<file path="src/rtl/switch_mcu_alu_exec.sv">
// Multi-cycle RV32I integer execution unit for the switch MCU core.
// Reads operands from the regfile, computes ALU or iterative shift results, and writes back.
module switch_mcu_alu_exec #(
    parameter int XLEN       = 32,
    parameter int REG_AW     = 5,
    parameter int SHIFT_STEP = 1
) (
    input  logic              in_clk,
    input  logic              in_rst,
    input  logic              in_start,
    input  logic [3:0]        in_op,
    input  logic              in_use_imm,
    input  logic [11:0]       in_imm,
    input  logic [REG_AW-1:0] in_rs1,
    input  logic [REG_AW-1:0] in_rs2,
    input  logic [REG_AW-1:0] in_rd,
    output logic [REG_AW-1:0] out_raddr_1,
    output logic              out_ren_1,
    input  logic [XLEN-1:0]   in_rdata_1,
    output logic [REG_AW-1:0] out_raddr_2,
    output logic              out_ren_2,
    input  logic [XLEN-1:0]   in_rdata_2,
    output logic [REG_AW-1:0] out_waddr,
    output logic              out_wen,
    output logic [XLEN-1:0]   out_wdata,
    output logic              out_busy,
    output logic              out_done
);

    localparam int SAW = $clog2(XLEN);

    localparam logic [3:0] OP_ADD  = 4'd0;
    localparam logic [3:0] OP_SUB  = 4'd1;
    localparam logic [3:0] OP_SLL  = 4'd2;
    localparam logic [3:0] OP_SLT  = 4'd3;
    localparam logic [3:0] OP_SLTU = 4'd4;
    localparam logic [3:0] OP_XOR  = 4'd5;
    localparam logic [3:0] OP_SRL  = 4'd6;
    localparam logic [3:0] OP_SRA  = 4'd7;
    localparam logic [3:0] OP_OR   = 4'd8;
    localparam logic [3:0] OP_AND  = 4'd9;

    typedef enum logic [2:0] {
        S_IDLE,
        S_RD,
        S_EX,
        S_SHIFT,
        S_WB
    } state_t;

    state_t            state_q, state_d;
    logic [3:0]        op_q, op_d;
    logic              use_imm_q, use_imm_d;
    logic [11:0]       imm_q, imm_d;
    logic [REG_AW-1:0] rd_q, rd_d;
    logic [XLEN-1:0]   acc_q, acc_d;
    logic [SAW-1:0]    cnt_q, cnt_d;

    logic [REG_AW-1:0] raddr_1_q, raddr_1_d;
    logic              ren_1_q, ren_1_d;
    logic [REG_AW-1:0] raddr_2_q, raddr_2_d;
    logic              ren_2_q, ren_2_d;
    logic [REG_AW-1:0] waddr_q, waddr_d;
    logic              wen_q, wen_d;
    logic [XLEN-1:0]   wdata_q, wdata_d;
    logic              busy_q, busy_d;
    logic              done_q, done_d;

    logic [XLEN-1:0]   b_val;
    logic [XLEN-1:0]   alu_res;
    logic              alu_legal;
    logic              is_shift;
    logic [XLEN-1:0]   shift_res;
    logic [SAW-1:0]    cnt_next;
    logic              fin;
    logic              fin_legal;
    logic [XLEN-1:0]   fin_data;

    always_comb begin
        b_val     = use_imm_q ? {{(XLEN-12){imm_q[11]}}, imm_q} : in_rdata_2;
        alu_legal = 1'b1;
        alu_res   = '0;
        case (op_q)
            OP_ADD:  alu_res = in_rdata_1 + b_val;
            OP_SUB:  alu_res = in_rdata_1 - b_val;
            OP_SLT:  alu_res = {{(XLEN-1){1'b0}}, $signed(in_rdata_1) < $signed(b_val)};
            OP_SLTU: alu_res = {{(XLEN-1){1'b0}}, in_rdata_1 < b_val};
            OP_XOR:  alu_res = in_rdata_1 ^ b_val;
            OP_OR:   alu_res = in_rdata_1 | b_val;
            OP_AND:  alu_res = in_rdata_1 & b_val;
            OP_SLL, OP_SRL, OP_SRA: alu_res = '0;
            default: alu_legal = 1'b0;
        endcase
        is_shift = (op_q == OP_SLL) || (op_q == OP_SRL) || (op_q == OP_SRA);

        // Chain of single-bit stages: only the first min(cnt, SHIFT_STEP) are applied.
        shift_res = acc_q;
        for (int i = 0; i < SHIFT_STEP; i++) begin
            if (i < int'(cnt_q)) begin
                case (op_q)
                    OP_SLL:  shift_res = {shift_res[XLEN-2:0], 1'b0};
                    OP_SRA:  shift_res = {shift_res[XLEN-1], shift_res[XLEN-1:1]};
                    default: shift_res = {1'b0, shift_res[XLEN-1:1]};
                endcase
            end
        end
        cnt_next = (int'(cnt_q) > SHIFT_STEP) ? cnt_q - SAW'(SHIFT_STEP) : '0;
    end

    always_comb begin
        state_d   = state_q;
        op_d      = op_q;
        use_imm_d = use_imm_q;
        imm_d     = imm_q;
        rd_d      = rd_q;
        acc_d     = acc_q;
        cnt_d     = cnt_q;
        raddr_1_d = '0;
        ren_1_d   = 1'b0;
        raddr_2_d = '0;
        ren_2_d   = 1'b0;
        waddr_d   = '0;
        wen_d     = 1'b0;
        wdata_d   = '0;
        done_d    = 1'b0;
        fin       = 1'b0;
        fin_legal = 1'b1;
        fin_data  = '0;

        case (state_q)
            S_IDLE: begin
                if (in_start) begin
                    op_d      = in_op;
                    use_imm_d = in_use_imm;
                    imm_d     = in_imm;
                    rd_d      = in_rd;
                    ren_1_d   = 1'b1;
                    raddr_1_d = in_rs1;
                    if (!in_use_imm) begin
                        ren_2_d   = 1'b1;
                        raddr_2_d = in_rs2;
                    end
                    state_d = S_RD;
                end
            end
            S_RD: state_d = S_EX;
            S_EX: begin
                if (is_shift) begin
                    acc_d = in_rdata_1;
                    cnt_d = b_val[SAW-1:0];
                    if (b_val[SAW-1:0] == '0) begin
                        fin      = 1'b1;
                        fin_data = in_rdata_1;
                    end else begin
                        state_d = S_SHIFT;
                    end
                end else begin
                    fin       = 1'b1;
                    fin_legal = alu_legal;
                    fin_data  = alu_res;
                end
            end
            S_SHIFT: begin
                acc_d = shift_res;
                cnt_d = cnt_next;
                if (cnt_next == '0) begin
                    fin      = 1'b1;
                    fin_data = shift_res;
                end
            end
            S_WB:    state_d = S_IDLE;
            default: state_d = S_IDLE;
        endcase

        // Write-back outputs are registered on entry to WB so they line up with the WB cycle.
        if (fin) begin
            state_d = S_WB;
            done_d  = 1'b1;
            waddr_d = rd_q;
            if (fin_legal && (rd_q != '0)) begin
                wen_d   = 1'b1;
                wdata_d = fin_data;
            end
        end
        busy_d = (state_d != S_IDLE);
    end

    always_ff @(posedge in_clk or negedge in_rst) begin
        if (!in_rst) begin
            state_q   <= S_IDLE;
            op_q      <= '0;
            use_imm_q <= 1'b0;
            imm_q     <= '0;
            rd_q      <= '0;
            acc_q     <= '0;
            cnt_q     <= '0;
            raddr_1_q <= '0;
            ren_1_q   <= 1'b0;
            raddr_2_q <= '0;
            ren_2_q   <= 1'b0;
            waddr_q   <= '0;
            wen_q     <= 1'b0;
            wdata_q   <= '0;
            busy_q    <= 1'b0;
            done_q    <= 1'b0;
        end else begin
            state_q   <= state_d;
            op_q      <= op_d;
            use_imm_q <= use_imm_d;
            imm_q     <= imm_d;
            rd_q      <= rd_d;
            acc_q     <= acc_d;
            cnt_q     <= cnt_d;
            raddr_1_q <= raddr_1_d;
            ren_1_q   <= ren_1_d;
            raddr_2_q <= raddr_2_d;
            ren_2_q   <= ren_2_d;
            waddr_q   <= waddr_d;
            wen_q     <= wen_d;
            wdata_q   <= wdata_d;
            busy_q    <= busy_d;
            done_q    <= done_d;
        end
    end

    assign out_raddr_1 = raddr_1_q;
    assign out_ren_1   = ren_1_q;
    assign out_raddr_2 = raddr_2_q;
    assign out_ren_2   = ren_2_q;
    assign out_waddr   = waddr_q;
    assign out_wen     = wen_q;
    assign out_wdata   = wdata_q;
    assign out_busy    = busy_q;
    assign out_done    = done_q;

endmodule

</file>
<file path="config.mk">
export PLATFORM = sky130hd
export DESIGN_NAME = switch_mcu_alu_exec
export DESIGN_NICKNAME = d
export VERILOG_FILES = /design/src/rtl/switch_mcu_alu_exec.sv
export SDC_FILE = /design/constraint.sdc
export NUM_CORES = 1
export LEC_CHECK = 0
export ABC_AREA = 1
export CAP_MARGIN = 20
export CELL_PAD_IN_SITES_DETAIL_PLACEMENT = 1
export CELL_PAD_IN_SITES_GLOBAL_PLACEMENT = 1
export CORE_ASPECT_RATIO = 1.4
export CORE_MARGIN = 5
export CORE_UTILIZATION = 40
export CTS_CLUSTER_SIZE = 10
export DETAILED_ROUTE_END_ITERATION = 12
export PLACE_DENSITY = 0.82
export SLEW_MARGIN = 0
export SYNTH_ARGS = -nofsm -noshare
export SYNTH_HDL_FRONTEND = slang
export SYNTH_SLANG_ARGS = --single-unit
</file>
<file path="constraint.sdc">
create_clock -name in_clk -period 3.1 [get_ports in_clk]
set_input_delay 0.62 -clock in_clk [delete_from_list [all_inputs] [get_ports in_clk]]
set_output_delay 0.62 -clock in_clk [all_outputs]
set_load 0.1 [all_outputs]
</file>
==> flow_summary.ini <==
[run_status]
status = finished with violations
violations = negative setup slack

[die]
start_util = 0.407
die_y_um = 217
dieArea_mm2 = 0.0343
chipWidth_um = 158
rows = 75
core_mm2 = 0.0301
ios = 151

[finish]
fillers = 4080
layout_commonest_cell = nand2_1
n_antenna_cell = 0
final_nets = 2657
syn2layout_area_growth_pct = 42.5
drive_gt1_frac = 0.242
final_cell_mix = nand2_1 (615), buf_4 (371), inv_1 (341)

[worst_setup_path]
required_ns = 3.43
critPathArrivalTime_ns = 3.46
crit_slowest_cell = dfrtp_2
critPathKind = reg2reg
regToRegSetupSlack_ns = -0.04
reg2reg_to = out_wdata[25]$_DFF_PN0_
cp-endpoint = out_wdata[25]$_DFF_PN0_
rr_startpoint = use_imm_q$_DFFE_PN0P_
r2r_cells = 19
crit_fanout = 21
crit_top_cell = nand2_1
crit_chain = buf_4 > nand2_1 > inv_1 > buf_12 > a21oi_2 > ha_2 > nor2_2 > buf_4 > nand2_1 > inv_2 > nand2_1 > nor2_1 > nand2_1 > nand3_1 > nand2_1 > nand3_1 > nand4_1 > nand2_1 > a21oi_2
cp-end-kind = register
crit_start = use_imm_q$_DFFE_PN0P_
startpoint_type = register
max_stage_delay_ns = 0.44

[sta]
slew_viol_final = 0
whs_ns = 0.130
setup_ws_ns = -0.0352
rsz0062_at_grt = yes
min_period_over_period = 1.01
hold_viol = 0
tightest_slew_ns = 0.642
slew_headroom = 0.572
finClkSkew_ns = 0.0159
max_clock_freq_mhz = 319
final.setup.tns_ns = -0.0352
setup_violations = 1
min_period_ns = 3.14

[routing]
final_antenna_net_count = 0
drcViolationCount = 0
dr_total_vias = 16100
routedWlPerCell_um = 23.7
dr.pass1.iters = 5
viasPerCell = 5.65
drt_wl_total_um = 67400
drtIter0Drc = 900

[pwr]
internal-power_mw = 9.13
p_comb_frac = 0.783
clock_power_share = 0.100
p_sw_mw = 11.7
pwr-share-seq = 0.116
p_per_area_mw_per_mm2 = 1200
p_leak_nw = 9.32
vdd.ir_drop.worst_mv = 0.818
p_sw_frac = 0.563

[synthesis]
ys.flop_type = dfrtp_1
synth-seq-cells = 114
netlist_instances = 2040
synth_edf_count = 0
avgSynthCellArea_um2 = 6.00
synth.cell_area_mm2 = 0.0122
async_reset_ff_frac = 1.00
ys_seq_area_frac = 0.233
synth_warnings = 0
synth_cell_types = 45
syn_nets = 2247

[placement]
place_congestion = 1.03
portBuffers = 150
dp_hpwl_um = 51100

[worst_hold_path]
holdCritPathClass = in2async

[clocking]
cts_root_buffer = clkbuf_16
clock_path_buffers = 2
clk_latency_ns = 0.46
cts-htree-levels = 4
numCtsBuffers = 17
cts_sinks = 114
cts_tree = done
path_clk_slew_ns = 0.07

[grt]
grt_max_degree = 62
grt_first_pass_wirelength_um = 99700
grt-ovfl-total = 0
grt_pass1_vias = 17400
antenna_found_initial = 0
grt_use_total = 0.384

[run]
cap_violations = 0
-- worst max-delay path, delay by kind of cell, from the launching register on --
kind / cells / cell delay, ns
AO/OA/AOI/OAI: 2 / 0.29
adder cells (fa/ha/maj): 1 / 0.38
buffers and inverters: 5 / 0.63
flip-flops: 1 / 0.44
AND/OR/NAND/NOR: 11 / 1.23
-- power by group through the flow --
stage	registers (mW)	clock network, mW	logic [mW]
6_report	2.43	2.09	16.3
5_1_grt	2.48	2.15	17.4
4_1_cts	2.41	2.09	15.4
3_5_place_dp	2.40	0	15.0
3_3_place_gp	2.36	0	14.5
2_1_floorplan	2.98	0	7.35
-- cell usage after synthesis (2+ instances only) --
library cell / number / share of area
buf_2: 23 / 0.0094
a21oi_1: 162 / 0.066
nor3_1: 13 / 0.0053
a21oi_2: 24 / 0.017
or2_1: 2 / 0.0010
o21a_1: 3 / 0.0018
ha_1: 106 / 0.11
nor2_2: 4 / 0.0020
fa_1: 2 / 0.0033
o211ai_1: 12 / 0.0074
a22oi_1: 7 / 0.0043
nor4_1: 3 / 0.0015
dfrtp_1: 114 / 0.23
nor3b_1: 2 / 0.0012
or2_2: 9 / 0.0046
a31oi_1: 28 / 0.014
o21ai_0: 114 / 0.047
nand3b_1: 3 / 0.0018
o21bai_1: 6 / 0.0037
o22ai_1: 29 / 0.015
o21ai_4: 2 / 0.0027
nand4_1: 26 / 0.013
nand3_1: 128 / 0.052
clkbuf_1: 56 / 0.017
nand2_1: 645 / 0.20
and2_1: 5 / 0.0026
buf_1: 3 / 0.00092
nor2_1: 136 / 0.042
inv_2: 4 / 0.0012
buf_4: 2 / 0.0012
o221ai_1: 4 / 0.0029
inv_1: 346 / 0.11
a211oi_1: 3 / 0.0018
buf_6: 3 / 0.0028
-- layer usage --
metal	part of all wire	global-route usage	vias to the layer above
li1	-	-	7287
met1	0.35	0.402	7775
met3	0.059	0.0556	289
met5	0	0	-
met4	0.082	0.272	0
met2	0.51	0.691	745
-- area by class of cell --
| class | instances | area (um2) | share of cell area |
|---|---|---|---|
| Sequential cell | 114 | 2850 | 0.163 |
| Tap cell | 385 | 482 | 0.0276 |
| Timing Repair Buffer | 479 | 3980 | 0.228 |
| Clock buffer | 17 | 425 | 0.0244 |
| Clock inverter | 15 | 164 | 0.00939 |
| Inverter | 350 | 1320 | 0.0755 |
| Multi-Input combinational cell | 1488 | 8240 | 0.472 |
-- metrics by stage --
step	cells	area, um2	utilization	power [mW]	setup slack (ns)
final	2848	17500	0.580	20.9	-0.0352
after CTS	2846	17000	0.565	19.9	-0.0101
after detailed placement	2811	16300	0.541	17.4	-0.603
after global routing	2848	17500	0.580	22.0	-0.128
after floorplan	2040	12200	-	10.3	0.332
after global placement	2811	16300	0.541	16.8	-0.494
-- registers in the layout (all words and copies together), names as in the netlist, 3 cells and up --
name	count
out_raddr_2	5
out_waddr	5
rd_q	5
acc_q	32
out_wdata	32
out_raddr_1	5
state_q	3
op_q	4
cnt_q	5
imm_q	12
-- cells by family (layout without fill, tap and decap cells) --
logic type      after synthesis  in the layout  synth area share
fa+ha+maj                   108            108             0.112
compound gates              397            397             0.185
simple gates                983            983             0.331
flops                       114            114             0.233
buf+inv                     438            861             0.139
-- timing repair --
item,4_1_cts,5_1_grt
pin swaps,3,8
setup buffers,3,1
setup endpoints to repair,21,28
resized for setup,38,112
hold buffers,0,0
-- how the worst min path moves through the flow --
stage | startpoint | end | slack [ns] | cells past startpoint
after global routing | in_rst | op_q[2]$_DFFE_PN0P_ | 0.16 | 1
final | in_rst | op_q[2]$_DFFE_PN0P_ | 0.13 | 1
after CTS | in_rst | op_q[2]$_DFFE_PN0P_ | 0.13 | 1
after global placement | imm_q[10]$_DFFE_PN0P_ | imm_q[10]$_DFFE_PN0P_ | 0.45 | 2
after floorplan | in_rst | acc_q[0]$_DFFE_PN0P_ | 0.32 | 0
after detailed placement | imm_q[3]$_DFFE_PN0P_ | imm_q[3]$_DFFE_PN0P_ | 0.46 | 2
(Power assumes the default switching activity.)
